--- src/rtl/fp_add_pkg.sv ---
// Shared FP-adder definitions: exponent-path defaults, the comparator result
// record and the magnitude/saturation helper used by the alignment stage.
package fp_add_pkg;

    localparam int EXP_W_DEF     = 8;
    localparam int SHIFT_MAX_DEF = 27;
    localparam int SHIFT_W_DEF   = $clog2(SHIFT_MAX_DEF + 1);
    // Widest exponent the helper handles; callers sign-extend their difference to this.
    localparam int EXP_W_MAX     = 16;

    typedef struct packed {
        logic                   diff_sign;
        logic [SHIFT_W_DEF-1:0] shift_amt;
        logic                   shift_sat;
        logic [EXP_W_DEF-1:0]   exp_max;
        logic                   exp_eq;
    } comp_res_t;

    typedef struct packed {
        logic                 sat;
        logic [EXP_W_MAX-1:0] amt;
    } abs_sat_t;

    function automatic abs_sat_t exp_abs_sat(input logic [EXP_W_MAX:0] diff,
                                             input int                 shift_max);
        logic [EXP_W_MAX-1:0] mag;
        abs_sat_t             res;
        if (diff[EXP_W_MAX]) begin
            mag = ~diff[EXP_W_MAX-1:0] + EXP_W_MAX'(1'b1);
        end else begin
            mag = diff[EXP_W_MAX-1:0];
        end
        res.sat = (mag > EXP_W_MAX'(shift_max));
        if (res.sat) begin
            res.amt = EXP_W_MAX'(shift_max);
        end else begin
            res.amt = mag;
        end
        return res;
    endfunction

endpackage

--- src/rtl/pipe_stage_rv.sv ---
// Single valid/ready register slice; a bubble is refilled even while the
// consumer stalls, so a chain of N slices holds N transactions.
module pipe_stage_rv #(
    parameter int W = 8
) (
    input  logic         clk,
    input  logic         rst,
    input  logic         in_valid,
    output logic         in_ready,
    input  logic [W-1:0] in_data,
    output logic         out_valid,
    input  logic         out_ready,
    output logic [W-1:0] out_data
);

    logic         valid_r;
    logic [W-1:0] data_r;

    assign in_ready  = ~valid_r | out_ready;
    assign out_valid = valid_r;
    assign out_data  = data_r;

    // Slice register: load on advance, hold while stalled.
    always_ff @(posedge clk) begin
        if (rst) begin
            valid_r <= 1'b0;
            data_r  <= {W{1'b0}};
        end else if (in_ready) begin
            valid_r <= in_valid;
            if (in_valid) begin
                data_r <= in_data;
            end
        end
    end

endmodule

--- src/rtl/comp_exp_pipe.sv ---
// Two-stage pipelined exponent comparator for the FP adder alignment path.
// Optional macro COMP_EXP_SPECIAL_EN adds all-ones (Inf/NaN) exponent flags.
module comp_exp_pipe
    import fp_add_pkg::*;
#(
    parameter  int EXP_W     = EXP_W_DEF,
    parameter  int SHIFT_MAX = SHIFT_MAX_DEF,
    localparam int SHIFT_W   = $clog2(SHIFT_MAX + 1)
) (
    input  logic               clk,
    input  logic               rst,
    input  logic               in_valid,
    output logic               in_ready,
    input  logic [2*EXP_W-1:0] exponenti,
    output logic               out_valid,
    input  logic               out_ready,
    output logic               diff_sign,
    output logic [SHIFT_W-1:0] shift_amt,
    output logic               shift_sat,
    output logic [EXP_W-1:0]   exp_max,
    output logic               exp_eq
`ifdef COMP_EXP_SPECIAL_EN
    ,
    output logic               special_a,
    output logic               special_b
`endif
);

`ifdef COMP_EXP_SPECIAL_EN
    localparam int SPEC_W = 2;
`else
    localparam int SPEC_W = 0;
`endif
    localparam int P1_W = (EXP_W + 1) + 2 * EXP_W + SPEC_W;
    localparam int P2_W = 3 + SHIFT_W + EXP_W + SPEC_W;

    logic [EXP_W-1:0]     exp_a_s;
    logic [EXP_W-1:0]     exp_b_s;
    logic [EXP_W:0]       diff_s;
    logic [P1_W-1:0]      s1_in_s;
    logic [P1_W-1:0]      s1_data_s;
    logic                 s1_valid_s;
    logic                 s2_ready_s;
    logic [EXP_W:0]       s1_diff_s;
    logic [EXP_W-1:0]     s1_exp_a_s;
    logic [EXP_W-1:0]     s1_exp_b_s;
    logic [EXP_W_MAX:0]   diff_ext_s;
    abs_sat_t             abs_s;
    logic                 res_sign_s;
    logic [SHIFT_W-1:0]   res_amt_s;
    logic [EXP_W-1:0]     res_max_s;
    logic                 res_eq_s;
    logic [P2_W-1:0]      s2_in_s;
    logic [P2_W-1:0]      s2_data_s;
`ifdef COMP_EXP_SPECIAL_EN
    logic                 spec_a_s;
    logic                 spec_b_s;
    logic                 s1_spec_a_s;
    logic                 s1_spec_b_s;
`endif

    // Stage 1: unsigned difference with an extra bit carrying the sign.
    assign exp_a_s = exponenti[EXP_W-1:0];
    assign exp_b_s = exponenti[2*EXP_W-1:EXP_W];
    assign diff_s  = {1'b0, exp_a_s} - {1'b0, exp_b_s};
`ifdef COMP_EXP_SPECIAL_EN
    assign spec_a_s = &exp_a_s;
    assign spec_b_s = &exp_b_s;
    assign s1_in_s  = {diff_s, exp_a_s, exp_b_s, spec_a_s, spec_b_s};
`else
    assign s1_in_s  = {diff_s, exp_a_s, exp_b_s};
`endif

    pipe_stage_rv #(.W(P1_W)) u_stage1 (
        .clk       (clk),
        .rst       (rst),
        .in_valid  (in_valid),
        .in_ready  (in_ready),
        .in_data   (s1_in_s),
        .out_valid (s1_valid_s),
        .out_ready (s2_ready_s),
        .out_data  (s1_data_s)
    );

`ifdef COMP_EXP_SPECIAL_EN
    assign {s1_diff_s, s1_exp_a_s, s1_exp_b_s, s1_spec_a_s, s1_spec_b_s} = s1_data_s;
`else
    assign {s1_diff_s, s1_exp_a_s, s1_exp_b_s} = s1_data_s;
`endif

    // Stage 2: sign-extend so the shared helper sees the true signed difference.
    assign diff_ext_s = (EXP_W_MAX + 1)'($signed(s1_diff_s));
    assign abs_s      = exp_abs_sat(diff_ext_s, SHIFT_MAX);
    assign res_sign_s = s1_diff_s[EXP_W];
    assign res_amt_s  = SHIFT_W'(abs_s.amt);
    assign res_max_s  = res_sign_s ? s1_exp_b_s : s1_exp_a_s;
    assign res_eq_s   = (s1_diff_s == {(EXP_W + 1){1'b0}});
`ifdef COMP_EXP_SPECIAL_EN
    assign s2_in_s = {res_sign_s, res_amt_s, abs_s.sat, res_max_s, res_eq_s,
                      s1_spec_a_s, s1_spec_b_s};
`else
    assign s2_in_s = {res_sign_s, res_amt_s, abs_s.sat, res_max_s, res_eq_s};
`endif

    pipe_stage_rv #(.W(P2_W)) u_stage2 (
        .clk       (clk),
        .rst       (rst),
        .in_valid  (s1_valid_s),
        .in_ready  (s2_ready_s),
        .in_data   (s2_in_s),
        .out_valid (out_valid),
        .out_ready (out_ready),
        .out_data  (s2_data_s)
    );

`ifdef COMP_EXP_SPECIAL_EN
    assign {diff_sign, shift_amt, shift_sat, exp_max, exp_eq, special_a, special_b} = s2_data_s;
`else
    assign {diff_sign, shift_amt, shift_sat, exp_max, exp_eq} = s2_data_s;
`endif

endmodule

--- config.mk ---
export PLATFORM = sky130hd
export DESIGN_NAME = comp_exp_pipe
export DESIGN_NICKNAME = d
export VERILOG_FILES = /design/src/rtl/fp_add_pkg.sv /design/src/rtl/pipe_stage_rv.sv /design/src/rtl/comp_exp_pipe.sv
export SDC_FILE = /design/constraint.sdc
export NUM_CORES = 1
export LEC_CHECK = 0
export CORE_MARGIN = 3
export CORE_UTILIZATION = 60
export DETAILED_ROUTE_END_ITERATION = 16
export DONT_BUFFER_PORTS = 1
export PLACE_DENSITY = 0.76
export SLEW_MARGIN = 20
export SYNTH_ARGS = -nofsm -noshare
export SYNTH_HDL_FRONTEND = slang
export SYNTH_SLANG_ARGS = --single-unit
--- constraint.sdc ---
create_clock -name clk -period 3.8 [get_ports clk]
set_input_delay 0.38 -clock clk [delete_from_list [all_inputs] [get_ports clk]]
set_output_delay 0.38 -clock clk [all_outputs]
set_load 0.01 [all_outputs]
==> flow_summary.yaml <==
logic_synthesis:
  synth.top_cells.by_count: "46 x nand2_1, 43 x dfxtp_1, 26 x nor2_1, 24 x a21oi_1, 12 x a211oi_1"
  postSynth.topFlopCell: "dfxtp_1"
  synth-seq-area-share_pct: 38.7
  synthSimpleGateAreaFrac_pct: 21.1
  yosys.area_share.xor_xnor_pct: 2.36
  synthArstFlopShare_pct: 0
  synth.cell_area_um2: 2220
  synth-compound-area-share_pct: 19.1
  synth_edf_count: 0
  synthMuxAreaShare_pct: 4.50
  synth_top_cells_by_area: "dfxtp_1 39%, nand2_1 7.8%, ha_1 5.6%, a21oi_1 5.4%, mux2i_1 4.5%"
  synth-adder-area-share_pct: 6.52
  distinct_cell_type_count_of_the_synthesized_netlist: 46
  synth_cells: 264
  synth_area_per_cell_um2: 8.43
  yosysTopAreaCell: "dfxtp_1"
  ys_ff_latch: 43
  largest_family_of_logic_cells_by_synthesized_area: "simple AND/OR/NAND/NOR gates"
  synth_top_cell_area_share_pct: 38.7
  yosys.cell_count.top_type: "nand2_1"
  postSynthNetCount: 295
  synth_warnings: 0
finish:
  final_cell_utilization_of_the_core_pct: 65.5
  antenna_cells: 0
  synthToLayoutAreaGrowth_pct: 1.29
  drive_gt1_share_pct: 7.48
  final_nets: 284
drt:
  drtPass1Iterations: 4
  route.antenna.remaining_nets: 0
  route.detailed.drc: 0
  first_iter_violations: 129
  via_per_inst: 5.65
  mean_routed_wirelength_per_cell_um: 14.5
  drt-total-wl_um: 4340
  detailroute.via_count: 1694
timing:
  rsz0062_at_grt: "false"
  slew_headroom_pct: 38.8
  transition_time_at_the_pin_with_the_least_slew_margin_ps: 916
  max_freq_mhz: 483
  slew_viol_final: 0
  timing.final.hold_violations: 0
  layout_min_cycle_time_ps: 2070
  finalSetupViolations: 0
  fin_tns_setup_ps: 0
  clock_skew_ps: 4.89
  timing.final.crit_share_pct: 54.5
  fin_ws_ps: 1730
pwr:
  cellPowerDensity_nw_per_um2: 434
  power.net_switching_uw: 289
  worst_ir_drop_vdd_mv: 0.234
  power.static_leakage_nw: 0.872
  power.share.sequential_pct: 53.0
  comb_power_share_pct: 16.2
  power.switching_fraction_pct: 29.6
  clockPowerShare_pct: 30.8
  internal-power_uw: 688
grt:
  globalRoute.totalOverflow: 0
  grt_pass1_vias: 1554
  largest_net_degree_at_the_start_of_global_routing: 45
  first_pass_grt_wire_length_um: 7120
  grt_util_all_layers_pct: 21.0
  number_of_antenna_violations_at_the_first_check_in_global_routing: 0
clock_tree:
  h-tree-depth: 2
  cts_root_cell: "clkbuf_8"
  worstSkewPairLatency_ps: 300
  cts_num_sinks: 43
  cts_made_buffers: 5
  cts.repair.resized: 0
  tritoncts_clock_tree: "yes"
  cts-root-to-sink-buffers: 2
  ctsHoldBuffers: 0
  postCtsSetupBuffers: 0
  cts.reportedPaths.clkPinSlew_ps: 90
flow_run:
  max_cap_viol_count: 0
worst_setup_path:
  worst_path_largest_cell_delay_ps: 620
  r2r_end: "u_stage2.out_data[14]"
  endpoint_kind: "flip-flop"
  timing.critical_path.arrival_ps: 2250
  reg2reg_from: "u_stage1.out_data[24]"
  worstSetupPathType: "flip-flop to flip-flop"
  worst-path-max-fanout: 20
  critPathSlowestCell: "dfxtp_1"
  rr_worst_depth: 6
  critical_path.cell_chain: "nor3_1 > nand2_1 > a2bb2oi_2 > a311oi_1 > and4_1 > a211oi_2"
  cp_top_family: "simple AND/OR/NAND/NOR gates"
  setup.worst_path.start_class: "flip-flop"
  timing.reg2reg.setup_slack_ps: 1730
  wp_data_required_ps: 3980
  path_buf_inv: 0
placed_design:
  post-dp-hpwl_um: 3040
  number_of_buffer_cells_added_on_primary_ports: 0
  placement.setup.worst_slack_ps: 1760
  gp_congestion: 0.826
worst_hold_path:
  timing.hold.worst_endpoint: "u_stage2.out_data[13]"
  whs_path_depth: 1
  worstHoldPathType: "primary input to flip-flop"
  hold_path.startpoint: "rst"
die:
  die_area_um2: 4470
  die_h_um: 66.9
  fp.dieW_um: 66.9
  design.portCount: 38
  floorplan.initialDensity_pct: 64.6
  total_number_of_placement_rows: 21
  fp.coreArea_um2: 3440
outcome:
  outcome: "finished clean"
==> logic make-up after synthesis <==
logic type / count (synthesis)
AO/OA/AOI/OAI: 63
XOR/XNOR: 6
adder cells (fa/ha/maj): 11
buffers and inverters: 30
flip-flops: 43
multiplexers: 10
AND/OR/NAND/NOR: 101
==> power groups by stage <==
| stage | Clock [mW] | Sequential (mW) | Combinational (mW) |
|---|---|---|---|
| floorplan | 0 | 0.512 | 0.160 |
| global placement | 0 | 0.528 | 0.154 |
| detailed placement | 0 | 0.530 | 0.157 |
| CTS | 0.310 | 0.519 | 0.158 |
| global route | 0.334 | 0.524 | 0.179 |
| finish | 0.301 | 0.518 | 0.158 |
==> stage by stage <==
| stage | cell area [um2] | hold WS, ps | power, mW | std cells |
|---|---|---|---|---|
| 6_report | 2250 | 133 | 0.977 | 300 |
| 5_1_grt | 2250 | 114 | 1.04 | 300 |
| 4_1_cts | 2250 | 125 | 0.987 | 300 |
| 3_5_place_dp | 2160 | 440 | 0.686 | 292 |
| 3_3_place_gp | 2160 | 435 | 0.682 | 292 |
| 2_1_floorplan | 2220 | 436 | 0.672 | 264 |
==> layout by cell type, fill, tap and decap left out, types with 2 or more instances in the layout <==
master	n
nand2b_1	3
nor3_1	2
clkbuf_8	5
a21oi_1	24
clkinvlp_4	2
and2b_1	4
nor2_1	26
nand3_1	2
a211oi_1	12
xnor2_1	3
a211oi_2	4
ha_1	10
nor2b_1	4
xor2_1	3
nand4_1	2
nor4_1	2
o21a_1	4
nand2_1	46
o21ai_0	8
dfxtp_1	43
mux2i_1	10
inv_1	11
==> area by class of cell <==
cell class	count	area [um2]
Multi-Input combinational cell	191	1190
Timing Repair Buffer	1	7.51
Clock buffer	5	68.8
Clock inverter	3	23.8
Inverter	11	41.3
Sequential cell	43	861
Fill cell	309	1190
Tap cell	46	57.6
==> state kept, by name (all words and copies together), names as in the netlist <==
name	count
u_stage1.out_valid	1
u_stage2.out_valid	1
u_stage2.out_data	16
u_stage1.out_data	25
==> how the worst max path moves through the flow <==
stage,startpoint,endpoint,slack [ps],cells after the start
finish,u_stage1.out_data[24],u_stage2.out_data[14],1730,6
global route,u_stage1.out_data[24],u_stage2.out_data[11],1600,6
CTS,u_stage1.out_data[24],u_stage2.out_data[14],1750,6
floorplan,u_stage1.out_data[16],u_stage2.out_data[12],1950,9
detailed placement,u_stage1.out_data[24],u_stage2.out_data[11],1760,6
global placement,u_stage1.out_data[24],u_stage2.out_data[11],1820,6
==> layer usage <==
metal,vias up,GRT usage [%],wire (um)
li1,873,-,-
met1,768,29.3,2090
met2,47,30.3,1910
met3,6,6.07,276
met4,0,7.59,65
met5,-,0,0
(Power assumes the default switching activity.)
